$ cat config.mk
export PLATFORM = sky130hd
export DESIGN_NAME = cla_wide_seq
export DESIGN_NICKNAME = d
export VERILOG_FILES = /design/src/rtl/cla_pkg.sv /design/src/rtl/cla_slice.sv /design/src/rtl/cla_wide_seq.sv
export SDC_FILE = /design/constraint.sdc
export NUM_CORES = 1
export LEC_CHECK = 0
export CAP_MARGIN = 30
export CORE_ASPECT_RATIO = 2
export CORE_UTILIZATION = 42
export DETAILED_ROUTE_END_ITERATION = 8
export PLACE_DENSITY_LB_ADDON = 0.3
export SLEW_MARGIN = 0
export SYNTH_ARGS = -nofsm -noshare
export SYNTH_HDL_FRONTEND = slang
export SYNTH_HIERARCHICAL = 1
export SYNTH_SLANG_ARGS = --single-unit
$ cat constraint.sdc
create_clock -name clk -period 3.3 [get_ports clk]
set_input_delay 0.66 -clock clk [delete_from_list [all_inputs] [get_ports clk]]
set_output_delay 0.66 -clock clk [all_outputs]
set_load 0.005 [all_outputs]
$ cat src/rtl/cla_pkg.sv
// Shared definitions for the sequential chunked carry-lookahead adder.
// Holds the FSM state encoding, the default slice width and the
// signed-overflow helper used when the final chunk completes.
package cla_pkg;

  localparam int CHUNK_DEFAULT = 16;

  typedef enum logic [1:0] {
    IDLE = 2'd0,
    RUN  = 2'd1,
    DONE = 2'd2
  } state_t;

  // Two's-complement overflow: operands share a sign the result does not.
  function automatic logic signed_ovf(input logic a_msb, input logic b_msb, input logic s_msb);
    return (a_msb == b_msb) && (s_msb != a_msb);
  endfunction

endpackage

$ cat src/rtl/cla_slice.sv
// Purely combinational CHUNK-bit carry-lookahead adder slice.
// Every carry is a flat sum of generate terms gated by propagate chains,
// so no carry ripples through the lower bits of the slice.
module cla_slice #(
  parameter int CHUNK = 16
) (
  input  logic [CHUNK-1:0] a,
  input  logic [CHUNK-1:0] b,
  input  logic             cin,
  output logic [CHUNK-1:0] sum,
  output logic             cout
);

  logic [CHUNK-1:0] g;
  logic [CHUNK-1:0] p;
  logic [CHUNK:0]   c;
  logic             run_p;

  assign g = a & b;
  assign p = a ^ b;

  // Lookahead carries: c[i+1] = g[i] | p[i]g[i-1] | ... | p[i..0]cin.
  always_comb begin
    c     = {(CHUNK+1){1'b0}};
    run_p = 1'b0;
    c[0]  = cin;
    for (int i = 0; i < CHUNK; i++) begin
      c[i+1] = g[i];
      run_p  = p[i];
      for (int j = i - 1; j >= 0; j--) begin
        c[i+1] = c[i+1] | (run_p & g[j]);
        run_p  = run_p & p[j];
      end
      c[i+1] = c[i+1] | (run_p & cin);
    end
  end

  assign sum  = p ^ c[CHUNK-1:0];
  assign cout = c[CHUNK];

endmodule

$ cat src/rtl/cla_wide_seq.sv
// WIDTH-bit adder that processes one CHUNK-bit lookahead slice per cycle.
// Operands are latched on acceptance, a carry register links the chunks,
// and the result is held in DONE until the consumer takes it.
// Optional feature macro: CLA_SEQ_SUB_EN (enables subtract via the sub port).
module cla_wide_seq
  import cla_pkg::*;
#(
  parameter int WIDTH = 64,
  parameter int CHUNK = CHUNK_DEFAULT
) (
  input  logic             clk,
  input  logic             rst_n,
  input  logic             in_valid,
  output logic             in_ready,
  input  logic [WIDTH-1:0] a,
  input  logic [WIDTH-1:0] b,
  input  logic             cin,
  input  logic             sub,
  output logic             out_valid,
  input  logic             out_ready,
  output logic [WIDTH-1:0] sum,
  output logic             cout,
  output logic             ovf,
  output logic             busy
);

  localparam int NCHUNK = WIDTH / CHUNK;
  localparam int CW     = $clog2(NCHUNK);
  localparam logic [CW-1:0] LAST = CW'(NCHUNK - 1);

  state_t           state;
  state_t           state_nxt;
  logic [WIDTH-1:0] opa;
  logic [WIDTH-1:0] opa_nxt;
  logic [WIDTH-1:0] opb;
  logic [WIDTH-1:0] opb_nxt;
  logic             carry;
  logic             carry_nxt;
  logic [CW-1:0]    cnt;
  logic [CW-1:0]    cnt_nxt;
  logic [WIDTH-1:0] sum_nxt;
  logic             cout_nxt;
  logic             ovf_nxt;

  logic [WIDTH-1:0] b_eff;
  logic             cin_eff;
  logic [CHUNK-1:0] chunk_a;
  logic [CHUNK-1:0] chunk_b;
  logic [CHUNK-1:0] slice_sum;
  logic             slice_cout;
  logic [WIDTH-1:0] sum_merged;

`ifdef CLA_SEQ_SUB_EN
  // Subtraction is a + ~b + 1; the incoming cin is ignored in that case.
  assign b_eff   = sub ? ~b : b;
  assign cin_eff = sub ? 1'b1 : cin;
`else
  logic unused_sub;
  assign b_eff      = b;
  assign cin_eff    = cin;
  assign unused_sub = sub;
`endif

  // Status outputs decode straight from the state register.
  assign in_ready  = (state == IDLE);
  assign out_valid = (state == DONE);
  assign busy      = (state != IDLE);

  // Select the active operand chunk and splice the slice result into sum.
  always_comb begin
    chunk_a    = opa[CHUNK-1:0];
    chunk_b    = opb[CHUNK-1:0];
    sum_merged = sum;
    for (int k = 0; k < NCHUNK; k++) begin
      if (cnt == CW'(k)) begin
        chunk_a                       = opa[k*CHUNK +: CHUNK];
        chunk_b                       = opb[k*CHUNK +: CHUNK];
        sum_merged[k*CHUNK +: CHUNK]  = slice_sum;
      end else begin
        sum_merged[k*CHUNK +: CHUNK]  = sum[k*CHUNK +: CHUNK];
      end
    end
  end

  cla_slice #(
    .CHUNK (CHUNK)
  ) u_slice (
    .a    (chunk_a),
    .b    (chunk_b),
    .cin  (carry),
    .sum  (slice_sum),
    .cout (slice_cout)
  );

  // Next-state and datapath update decisions for IDLE / RUN / DONE.
  always_comb begin
    state_nxt = state;
    opa_nxt   = opa;
    opb_nxt   = opb;
    carry_nxt = carry;
    cnt_nxt   = cnt;
    sum_nxt   = sum;
    cout_nxt  = cout;
    ovf_nxt   = ovf;
    case (state)
      IDLE: begin
        if (in_valid) begin
          opa_nxt   = a;
          opb_nxt   = b_eff;
          carry_nxt = cin_eff;
          cnt_nxt   = {CW{1'b0}};
          state_nxt = RUN;
        end else begin
          state_nxt = IDLE;
        end
      end
      RUN: begin
        sum_nxt   = sum_merged;
        carry_nxt = slice_cout;
        if (cnt == LAST) begin
          cnt_nxt   = {CW{1'b0}};
          cout_nxt  = slice_cout;
          ovf_nxt   = signed_ovf(opa[WIDTH-1], opb[WIDTH-1], slice_sum[CHUNK-1]);
          state_nxt = DONE;
        end else begin
          cnt_nxt   = cnt + CW'(1);
          state_nxt = RUN;
        end
      end
      DONE: begin
        if (out_ready) begin
          state_nxt = IDLE;
        end else begin
          state_nxt = DONE;
        end
      end
      default: begin
        state_nxt = IDLE;
      end
    endcase
  end

  // State register with synchronous active-low reset.
  always_ff @(posedge clk) begin
    if (!rst_n) begin
      state <= IDLE;
    end else begin
      state <= state_nxt;
    end
  end

  // Operand, carry, counter and result registers.
  always_ff @(posedge clk) begin
    if (!rst_n) begin
      opa   <= {WIDTH{1'b0}};
      opb   <= {WIDTH{1'b0}};
      carry <= 1'b0;
      cnt   <= {CW{1'b0}};
      sum   <= {WIDTH{1'b0}};
      cout  <= 1'b0;
      ovf   <= 1'b0;
    end else begin
      opa   <= opa_nxt;
      opb   <= opb_nxt;
      carry <= carry_nxt;
      cnt   <= cnt_nxt;
      sum   <= sum_nxt;
      cout  <= cout_nxt;
      ovf   <= ovf_nxt;
    end
  end

endmodule

==> flow_metrics.env, run 1 <==
export IMPL_antenna_found_initial=1
export IMPL_ys_async_sr_fraction=0
export IMPL_cp_max_fo=8
export IMPL_grt_usage=0.231
export IMPL_rr_worst_depth=17
export IMPL_violations="negative setup slack"
export IMPL_crit_required_ns=3.67
export IMPL_fin_util=0.589
export IMPL_tightestPinTransition_ns=0.905
export IMPL_start_util=0.430
export IMPL_rows=76
export IMPL_path_clk_slew_ns=0.08
export IMPL_drc=0
export IMPL_post_route_period_util=1.00
export IMPL_finalCriticalPeriod_ns=3.31
export IMPL_drv_cap=0
export IMPL_whs_path_depth=2
export IMPL_netlist_instances=1105
export IMPL_dp_cells=1554
export IMPL_cp_cell_sequence="buf_4 -> inv_1 -> ha_4 -> buf_12 -> buf_4 -> mux2i_1 -> o21ai_0 -> ha_1 -> a21oi_2 -> o21ai_2 -> a31oi_4 -> o21ai_4 -> a31oi_4 -> xnor2_2 -> buf_6 -> nand2_1 -> a21boi_0"
export IMPL_grt_pass1_vias=7790
export IMPL_synth_area_sq_mm=0.00927
export IMPL_core_area_sq_mm=0.0216
export IMPL_p_per_area_mw_per_mm2=433
export IMPL_critical_path_startpoint="cnt[0]$_SDFFE_PN0P_"
export IMPL_num_vias=8081
export IMPL_drt_first_pass_iters=5
export IMPL_rr_endpoint="sum[47]$_SDFFE_PN0P_"
export IMPL_synth_warnings=6
export IMPL_vias_per_cell=5.04
export IMPL_clock_path_buffers=2
export IMPL_post_synth_top_area_cell="dfxtp_1"
export IMPL_dpl_worst_slack_ns=-0.0984
export IMPL_cts_htree_levels=4
export IMPL_post_drt_wl_per_cell_um=16.3
export IMPL_holdCritPathClass="reg -> reg"
export IMPL_ys_seq_area_frac=0.430
export IMPL_synthTopCellsByArea="dfxtp_1 (43%), nand2_1 (17%), a21boi_1 (10%), a21boi_0 (5.6%), mux2_2 (3.9%)"
export IMPL_total_leakage_power_nw=4.72
export IMPL_synthDistinctLibCells=48
export IMPL_die_y_um=212
export IMPL_nFillCells=1913
export IMPL_synth_avg_cell_area_sq_um=8.39
export IMPL_final_max_slew_violation_count=0
export IMPL_cts_tree="built"
export IMPL_clkLatencyLatePin_ns=0.44
export IMPL_ioPinCount=203
export IMPL_synth_compound_area_share=0.201
export IMPL_areaGrowthSynthToFinish_pct=37.1
export IMPL_synthAdderAreaFrac=0.0305
export IMPL_synth_simple_gate_area_frac=0.198
export IMPL_routed_wirelength_um=26100
export IMPL_routabilityCongestion=0.860
export IMPL_slowest_stage="dfxtp_2"
export IMPL_peakVddDrop_uv=288
export IMPL_clock_skew_ns=0.0130
export IMPL_grt_ovfl_total=0
export IMPL_dp_hpwl_um=18600
export IMPL_cts_root_buf="clkbuf_16"
export IMPL_timing_fmax_mhz=302
export IMPL_mostFrequentLayoutCells="nand2_1 (417), clkdlybuf4s50_1 (200), dfxtp_1 (197), a21boi_1 (142), buf_4 (59)"
export IMPL_cts_buffers=17
export IMPL_ys_seq_elements=199
export IMPL_muxShareOfSynthArea=0.0745
export IMPL_setup_slack_ns=-0.00943
export IMPL_endpoint="sum[47]$_SDFFE_PN0P_"
export IMPL_dieArea_sq_mm=0.0227
export IMPL_die_width_um=107
export IMPL_synth_ff_type="dfxtp_1"
export IMPL_drtAntennaViolNets=0
export IMPL_io_buffers=201
export IMPL_synth_top_family_by_area="compound AO/OA/AOI/OAI gates"
export IMPL_worstSetupPathType="reg -> reg"
export IMPL_syn_nets=1261
export IMPL_hold_viol_final=0
export IMPL_ff2ff_setup_slack_ns=-0.009
export IMPL_r2r_start="cnt[0]$_SDFFE_PN0P_"
export IMPL_rsz0062_at_grt="true"
export IMPL_synth_edff_count=0
export IMPL_synth_top_area_share=0.430
export IMPL_clock_sinks=199
export IMPL_relSlewSlack=0.397
export IMPL_max_stage_delay_ns=0.34
export IMPL_cp_end_kind="flip-flop"
export IMPL_setup_viol_count_final=1
export IMPL_drive_gt1_frac=0.149
export IMPL_grt_first_pass_wirelength_um=39800
export IMPL_fin_nets=1473
export IMPL_critPathLaunchType="flip-flop"
export IMPL_grt_max_degree=106
export IMPL_drt_first_iter_violations=337
export IMPL_instances_no_fill=1604
export IMPL_synth_xor_area_share=0.0132
export IMPL_arrival_ns=3.68
export IMPL_final_common_cell="nand2_1"
export IMPL_run_status="finished with violations"
cell families after synthesis:
logic type | after synthesis
AOI/OAI and AO/OA | 257
DFF | 199
xor gates and xnor gates | 14
buffers and inverters | 86
and+or+nand+nor | 462
muxes | 65
adders and majority gates | 22
per-layer routing:
metal | GRT usage | vias to the layer above | wire length [um]
met4 | 0.152 | 0 | 1560
met5 | 0 | - | 0
met2 | 0.422 | 221 | 14000
li1 | - | 4064 | -
met1 | 0.244 | 3722 | 9720
met3 | 0.0303 | 74 | 814
flip-flops by register name, indices dropped and copies added (netlist names):
| name | count |
|---|---|
| cout | 1 |
| state | 2 |
| ovf | 1 |
| opb | 64 |
| cnt | 2 |
| sum | 64 |
| carry | 1 |
| opa | 64 |
where the power goes:
part	switching, mW	leakage (nW)	internal [mW]
sequential	0.0633	1.62	2.51
clock	0.984	0.259	0.979
combinational	0.462	2.83	0.509
cell usage after synthesis, drive strengths merged, types with 5 or more instances:
master  instances
nand2         422
dfxtp         199
a21boi        194
buf            49
o21ai          39
mux2i          33
mux2           32
clkbuf         31
ha             21
a21oi           9
xnor2           9
nor2            8
inv             6
nor2b           6
nand3b          5
xor2            5
per-stage QoR:
stage                     setup TNS, ns  total power, mW  hold slack, ns  cell area (sq um)
final                          -0.00943             5.51           0.451              12700
after detailed placement          -1.84             3.51           0.443              11600
after global routing              -2.52             5.73           0.471              12700
after floorplan                       0             3.08           0.432               9270
after CTS                             0             5.49           0.454              12300
after global placement           -0.376             3.49           0.437              11600
worst min path at each step:
| stage | from | end | slack, ns |
|---|---|---|---|
| finish | opa[11]$_SDFFE_PN0P_ | opa[11]$_SDFFE_PN0P_ | 0.45 |
| global route | opa[13]$_SDFFE_PN0P_ | opa[13]$_SDFFE_PN0P_ | 0.47 |
| CTS | opb[11]$_SDFFE_PN0P_ | opb[11]$_SDFFE_PN0P_ | 0.45 |
| detailed placement | opa[7]$_SDFFE_PN0P_ | opa[7]$_SDFFE_PN0P_ | 0.44 |
| global placement | opb[18]$_SDFFE_PN0P_ | opb[18]$_SDFFE_PN0P_ | 0.44 |
| floorplan | opa[16]$_SDFFE_PN0P_ | opa[16]$_SDFFE_PN0P_ | 0.43 |
worst max-delay path: cells and delay by family, from the launching register on:
family / cells / cell delay [ns]
adders and majority gates: 2 / 0.44
buffers and inverters: 5 / 0.73
AOI/OAI and AO/OA: 7 / 1.18
and+or+nand+nor: 1 / 0.05
muxes: 1 / 0.34
xor gates and xnor gates: 1 / 0.16
DFF: 1 / 0.34
repair_timing:
action / CTS / global route
setup endpoints to repair: 46 / 50
hold buffers: 0 / 0
buffers inserted: 5 / 10
gates cloned: 1 / 1
pin swaps: 4 / 29
resized for setup: 28 / 87
cell type report:
cell class / count / area [sq um] / area share
Multi-Input combinational cell: 820 / 5130 / 0.403
Sequential cell: 199 / 3990 / 0.314
Timing Repair Buffer: 273 / 2690 / 0.211
Clock buffer: 17 / 425 / 0.0335
Tap cell: 273 / 342 / 0.0269
Clock inverter: 15 / 118 / 0.00925
Inverter: 6 / 22.5 / 0.00177
Antenna cell: 1 / 2.50 / 0.000197
No activity file was read; power rests on OpenSTA's default activity.
==> run 2, diff against run 1 <==
- CTS_CLUSTER_DIAMETER: default -> 60
- SKIP_LAST_GASP: default -> 1
==> run 2 against run 1 <==
The run still ends with negative setup slack left; utilization about the same; register-to-register slack about the same; clock skew barely moved; largest cell class unchanged.
==> flow_metrics.env, run 2 (synthesis results as in run 1) <==
export IMPL_run_status="finished with violations"
export IMPL_violations="negative setup slack"
export IMPL_io_buffers=201
export IMPL_rr_endpoint="sum[47]$_SDFFE_PN0P_"
export IMPL_final_cell_area_sq_mm=0.0127
export IMPL_drc=0
export IMPL_cts_htree_levels=4
export IMPL_vias_per_cell=5.02
export IMPL_rsz0062_at_grt="true"
export IMPL_drv_cap=0
export IMPL_clkPwrFrac=0.356
export IMPL_cts_buffers=17
export IMPL_dp_hpwl_um=18600
export IMPL_p_int_mw=4.00
export IMPL_crit_required_ns=3.67
export IMPL_start_util=0.430
export IMPL_peakVddDrop_uv=292
export IMPL_reg_largest_list="opa x64, opb x64, sum x64"
export IMPL_grt_first_pass_wirelength_um=39900
export IMPL_finalCriticalPeriod_ns=3.31
export IMPL_p_per_area_mw_per_mm2=433
export IMPL_clkLatencyLatePin_ns=0.45
export IMPL_tightestPinTransition_ns=0.900
export IMPL_min_delay_start="opa[11]$_SDFFE_PN0P_"
export IMPL_postCtsHoldBufs=0
export IMPL_post_route_period_util=1.00
export IMPL_switching_share=0.274
export IMPL_setup_slack_ns=-0.00711
export IMPL_drt_first_pass_iters=5
export IMPL_total_leakage_power_nw=4.69
export IMPL_dpl_worst_slack_ns=-0.0984
export IMPL_final_common_cell="nand2_1"
export IMPL_grt_ovfl_total=0
export IMPL_num_vias=8047
export IMPL_arrival_ns=3.68
export IMPL_rr_worst_depth=17
export IMPL_mostFrequentLayoutCells="nand2_1 (418), clkdlybuf4s50_1 (200), dfxtp_1 (197), a21boi_1 (133), buf_4 (58)"
export IMPL_clock_skew_ns=0.0132
export IMPL_areaGrowthSynthToFinish_pct=37.1
export IMPL_p_sw_mw=1.51
export IMPL_antenna_found_initial=1
export IMPL_r2r_start="cnt[0]$_SDFFE_PN0P_"
export IMPL_cts_tree="built"
export IMPL_hold_viol_final=0
export IMPL_grt_pass1_vias=7765
export IMPL_placed_cell_area_sq_mm=0.0116
export IMPL_core_area_sq_mm=0.0216
export IMPL_clock_sinks=199
export IMPL_post_drt_wl_per_cell_um=16.3
export IMPL_cp_end_kind="flip-flop"
export IMPL_final_max_slew_violation_count=0
export IMPL_cts_root_buf="clkbuf_16"
export IMPL_relSlewSlack=0.400
export IMPL_cp_max_fo=8
export IMPL_ff2ff_setup_slack_ns=-0.007
export IMPL_critPathLaunchType="flip-flop"
export IMPL_min_to="opa[11]$_SDFFE_PN0P_"
export IMPL_ioPinCount=203
export IMPL_dieArea_sq_mm=0.0227
export IMPL_setup_viol_count_final=1
export IMPL_p_seq_frac=0.467
export IMPL_timing_fmax_mhz=302
export IMPL_combinationalPowerShare=0.176
export IMPL_grt_usage=0.231
export IMPL_grt_max_degree=106
export IMPL_whs_path_depth=2
export IMPL_setup_tns_final_ns=-0.00711
export IMPL_drive_gt1_frac=0.148
export IMPL_routed_wirelength_um=26200
export IMPL_holdCritPathClass="reg -> reg"
export IMPL_worstSetupPathType="reg -> reg"
export IMPL_routabilityCongestion=0.860
export IMPL_rows=76
export IMPL_fin_nets=1472
export IMPL_clock_path_buffers=2
export IMPL_fin_util=0.589
export IMPL_drtAntennaViolNets=0
export IMPL_die_width_um=107
export IMPL_die_y_um=212
export IMPL_drt_first_iter_violations=326
export IMPL_path_clk_slew_ns=0.08
==> run 2: how the worst max path moves through the flow <==
stage | from | endpoint | slack [ns] | cells past startpoint
floorplan | cnt[0]$_SDFFE_PN0P_ | ovf$_SDFFE_PN0P_ | 0.04 | 15
global route | cnt[0]$_SDFFE_PN0P_ | sum[63]$_SDFFE_PN0P_ | -0.13 | 17
finish | cnt[0]$_SDFFE_PN0P_ | sum[47]$_SDFFE_PN0P_ | -0.007 | 17
CTS | cnt[1]$_SDFFE_PN0P_ | sum[15]$_SDFFE_PN0P_ | -0.01 | 16
detailed placement | cnt[1]$_SDFFE_PN0P_ | carry$_SDFFE_PN0P_ | -0.1 | 16
global placement | cnt[1]$_SDFFE_PN0P_ | carry$_SDFFE_PN0P_ | -0.05 | 16
==> run 2: routing by layer <==
metal / track usage / share of wire / vias up
met5: 0 / 0 / -
met4: 0.145 / 0.054 / 0
met3: 0.0285 / 0.027 / 64
met2: 0.426 / 0.54 / 195
met1: 0.245 / 0.38 / 3724
li1: - / - / 4064
==> run 2: repair_timing <==
action	in CTS	in global routing
cloned	1	1
setup endpoints to repair	46	50
gates resized for setup	23	80
pin swaps	4	30
setup buffers	5	10
==> run 2: per-stage QoR <==
stage               cells  power, mW  hold slack [ns]
floorplan            1105       3.08            0.432
global placement     1554       3.49            0.437
detailed placement   1554       3.51            0.443
CTS                  1592       5.49            0.454
global route         1603       5.73            0.471
finish               1603       5.51            0.451
==> run 2: layout make-up <==
class                      count  area (sq um)
antenna                        1          2.50
sequential                   199          3990
clock buffer                  17           425
timing repair buffer         272          2680
multi-input combinational    820          5140
tap                          273           342
inverter                       6          22.5
clock inverter                15           118
fill                        1918          8870
==> run 2: critical path: stages (launching register included) <==
cell	delay [ns]
dfxtp_2	0.36
buf_4	0.14
inv_1	0.09
ha_4	0.19
buf_12	0.13
buf_16	0.15
mux2i_4	0.19
o21ai_0	0.31
ha_4	0.28
a21oi_2	0.18
o21ai_2	0.10
a31oi_4	0.24
o21ai_4	0.13
a31oi_4	0.22
xnor2_2	0.16
buf_6	0.15
nand2_1	0.05
a21boi_0	0.16
==> run 2: power groups by stage <==
| stage | Combinational [mW] | Sequential, mW | Clock (mW) |
|---|---|---|---|
| after detailed placement | 0.881 | 2.62 | 0 |
| after global routing | 1.05 | 2.59 | 2.10 |
| final | 0.972 | 2.57 | 1.96 |
| after floorplan | 0.469 | 2.61 | 0 |
| after CTS | 0.906 | 2.57 | 2.01 |
| after global placement | 0.869 | 2.62 | 0 |
==> run 3, diff against run 2 <==
- CAP_MARGIN: 30 -> 5
- CORE_UTILIZATION: 42 -> 35
==> run 3 against run 2 <==
The run ends with design-rule violations left; largest cell class unchanged; sequential power about the same; non-clock buffer count up 17; worst hold slack about the same; final area up 2.2%; global-route usage down 2.5 points; register-to-register slack better by 0.02 ns; final cell count up 5.4%; die area up 20%; flip-flop and latch count unchanged; combinational power up 4%; fmax up 0.66%; critical path depth down 1.
==> flow_metrics.env, run 3 (synthesis results as in run 1) <==
export IMPL_post_drt_wl_per_cell_um=16.1
export IMPL_use_met1=0.213
export IMPL_clkLatencyLatePin_ns=0.45
export IMPL_drt_first_iter_violations=460
export IMPL_setup_tns_final_ns=0
export IMPL_grt_usage=0.207
export IMPL_worstSetupPathType="reg -> reg"
export IMPL_core_area_sq_mm=0.0262
export IMPL_total_power_mw=5.61
export IMPL_slowest_stage="o21ai_0"
export IMPL_grt_first_pass_wirelength_um=41400
export IMPL_final_common_cell="nand2_1"
export IMPL_dpl_worst_slack_ns=-0.145
export IMPL_critPathTopFamily="compound AO/OA/AOI/OAI gates"
export IMPL_drive_gt1_frac=0.153
export IMPL_setup_slack_ns=0.0144
export IMPL_grt_pass1_vias=7764
export IMPL_rows=84
export IMPL_relSlewSlack=0.383
export IMPL_rsz0062_at_grt="true"
export IMPL_clock_skew_ns=0.00604
export IMPL_p_per_area_mw_per_mm2=432
export IMPL_num_vias=8036
export IMPL_path_clk_slew_ns=0.07
export IMPL_areaGrowthSynthToFinish_pct=40.1
export IMPL_tightestPinTransition_ns=0.925
export IMPL_instances_no_fill=1690
export IMPL_min_delay_start="opb[6]$_SDFFE_PN0P_"
export IMPL_final_max_slew_violation_count=0
export IMPL_die_y_um=232
export IMPL_timing_fmax_mhz=304
export IMPL_critPathLaunchType="flip-flop"
export IMPL_routabilityCongestion=0.845
export IMPL_cts_root_buf="clkbuf_16"
export IMPL_insertedDiodeCount=0
export IMPL_total_leakage_power_nw=4.83
export IMPL_clock_path_buffers=2
export IMPL_post_route_period_util=0.996
export IMPL_ioPinCount=203
export IMPL_violations="design-rule violations"
export IMPL_dp_cells=1642
export IMPL_drc=2
export IMPL_crit_required_ns=3.68
export IMPL_drt_first_pass_iters=6
export IMPL_critPathBufInv=5
export IMPL_reg_largest_list="opa x64, opb x64, sum x64"
export IMPL_dieArea_sq_mm=0.0272
export IMPL_drtAntennaViolNets=0
export IMPL_drv_cap=0
export IMPL_cp_end_kind="flip-flop"
export IMPL_critical_path_startpoint="cnt[1]$_SDFFE_PN0P_"
export IMPL_cts_htree_levels=4
export IMPL_grt_most_used_layer="met2"
export IMPL_arrival_ns=3.67
export IMPL_grt_util_met3=0.0363
export IMPL_mostFrequentLayoutCells="nand2_1 (419), clkdlybuf4s50_1 (200), dfxtp_1 (197), a21boi_1 (149), buf_4 (69)"
export IMPL_finalCriticalPeriod_ns=3.29
export IMPL_clock_sinks=199
export IMPL_grt_max_degree=129
export IMPL_fin_nets=1489
export IMPL_setup_viol_count_final=0
export IMPL_vias_per_cell=4.76
export IMPL_max_stage_delay_ns=0.53
export IMPL_routed_wirelength_um=27200
export IMPL_holdCritPathClass="reg -> reg"
export IMPL_grt_util_met2=0.387
export IMPL_peakVddDrop_uv=352
export IMPL_run_status="finished with violations"
export IMPL_cts_tree="built"
export IMPL_cp_max_fo=5
export IMPL_dp_hpwl_um=19700
export IMPL_cp_cell_sequence="inv_2 -> ha_4 -> buf_12 -> buf_4 -> buf_4 -> mux2_2 -> mux2i_1 -> o21ai_0 -> ha_1 -> o21ai_0 -> a21oi_1 -> a31oi_4 -> xnor2_2 -> buf_6 -> nand2_2 -> a21boi_1"
export IMPL_io_buffers=201
export IMPL_start_util=0.354
export IMPL_hold_viol_final=0
export IMPL_grt_ovfl_total=0
export IMPL_antenna_found_initial=0
export IMPL_r2r_start="cnt[1]$_SDFFE_PN0P_"
export IMPL_cts_buffers=17
export IMPL_die_width_um=117
==> run 3: changes by cell type in the layout (fill, tap and decap cells not counted), moves of 3 or more <==
cell	previous run	this run
clkbuf_8	0	3
mux2i_4	7	4
mux2_2	26	29
inv_6	5	1
a21boi_1	133	149
buf_12	6	15
a21boi_2	5	1
clkinvlp_4	4	0
o21ai_0	24	16
mux2_4	6	3
a21boi_0	56	44
buf_4	58	69
mux2i_2	4	7
o21ai_1	5	15
==> run 3: final cells by class <==
| class | instances | area [sq um] |
|---|---|---|
| Fill cell | 2494 | 13200 |
| Inverter | 6 | 22.5 |
| Multi-Input combinational cell | 820 | 5100 |
| Clock inverter | 11 | 98.8 |
| Sequential cell | 199 | 3990 |
| Timing Repair Buffer | 289 | 2890 |
| Tap cell | 344 | 430 |
| Clock buffer | 21 | 470 |
==> run 3: worst paths after layout <==
check | to | slack (ns) | cells past startpoint
worst min register to register | opb[6]$_SDFFE_PN0P_ | 0.45 | 2
worst max-delay path | sum[31]$_SDFFE_PN0P_ | 0.01 | 16
worst min-delay path | opb[6]$_SDFFE_PN0P_ | 0.45 | 2
worst max register to register | sum[31]$_SDFFE_PN0P_ | 0.01 | 16
==> run 3: power breakdown <==
part / total [mW] / switching [mW] / internal (mW)
sequential: 2.57 / 0.0618 / 2.51
combinational: 1.01 / 0.474 / 0.534
clock: 2.03 / 0.928 / 1.10
==> run 3: through the flow <==
step | util | instance area (sq um) | hold slack (ns)
finish | 0.497 | 13000 | 0.451
global route | 0.497 | 13000 | 0.467
CTS | 0.486 | 12700 | 0.453
detailed placement | 0.457 | 12000 | 0.443
global placement | 0.457 | 12000 | 0.437
floorplan | - | 9270 | 0.432
==> run 3: repair_timing <==
item                       in CTS  in global routing
hold buffers                    0                  0
setup endpoints to repair      47                 51
resized for setup              42                 63
pin swaps                       6                 25
buffers inserted                4                 11
cloned                          1                  1
==> run 3: worst register-to-register path, stage by stage (launching register included) <==
cell and delay (ns):
dfxtp_2 0.34, inv_2 0.05, ha_4 0.20, buf_12 0.15
buf_4 0.15, buf_4 0.13, mux2_2 0.22, mux2i_1 0.06
o21ai_0 0.53, ha_1 0.41, o21ai_0 0.11, a21oi_1 0.13
a31oi_4 0.23, xnor2_2 0.16, buf_6 0.15, nand2_2 0.04
a21boi_1 0.15
==> run 3: metal layers <==
layer	part of all wire	vias up
met3	0.028	53
met4	0.049	0
met1	0.38	3720
met2	0.55	177
li1	-	4086
met5	0	-
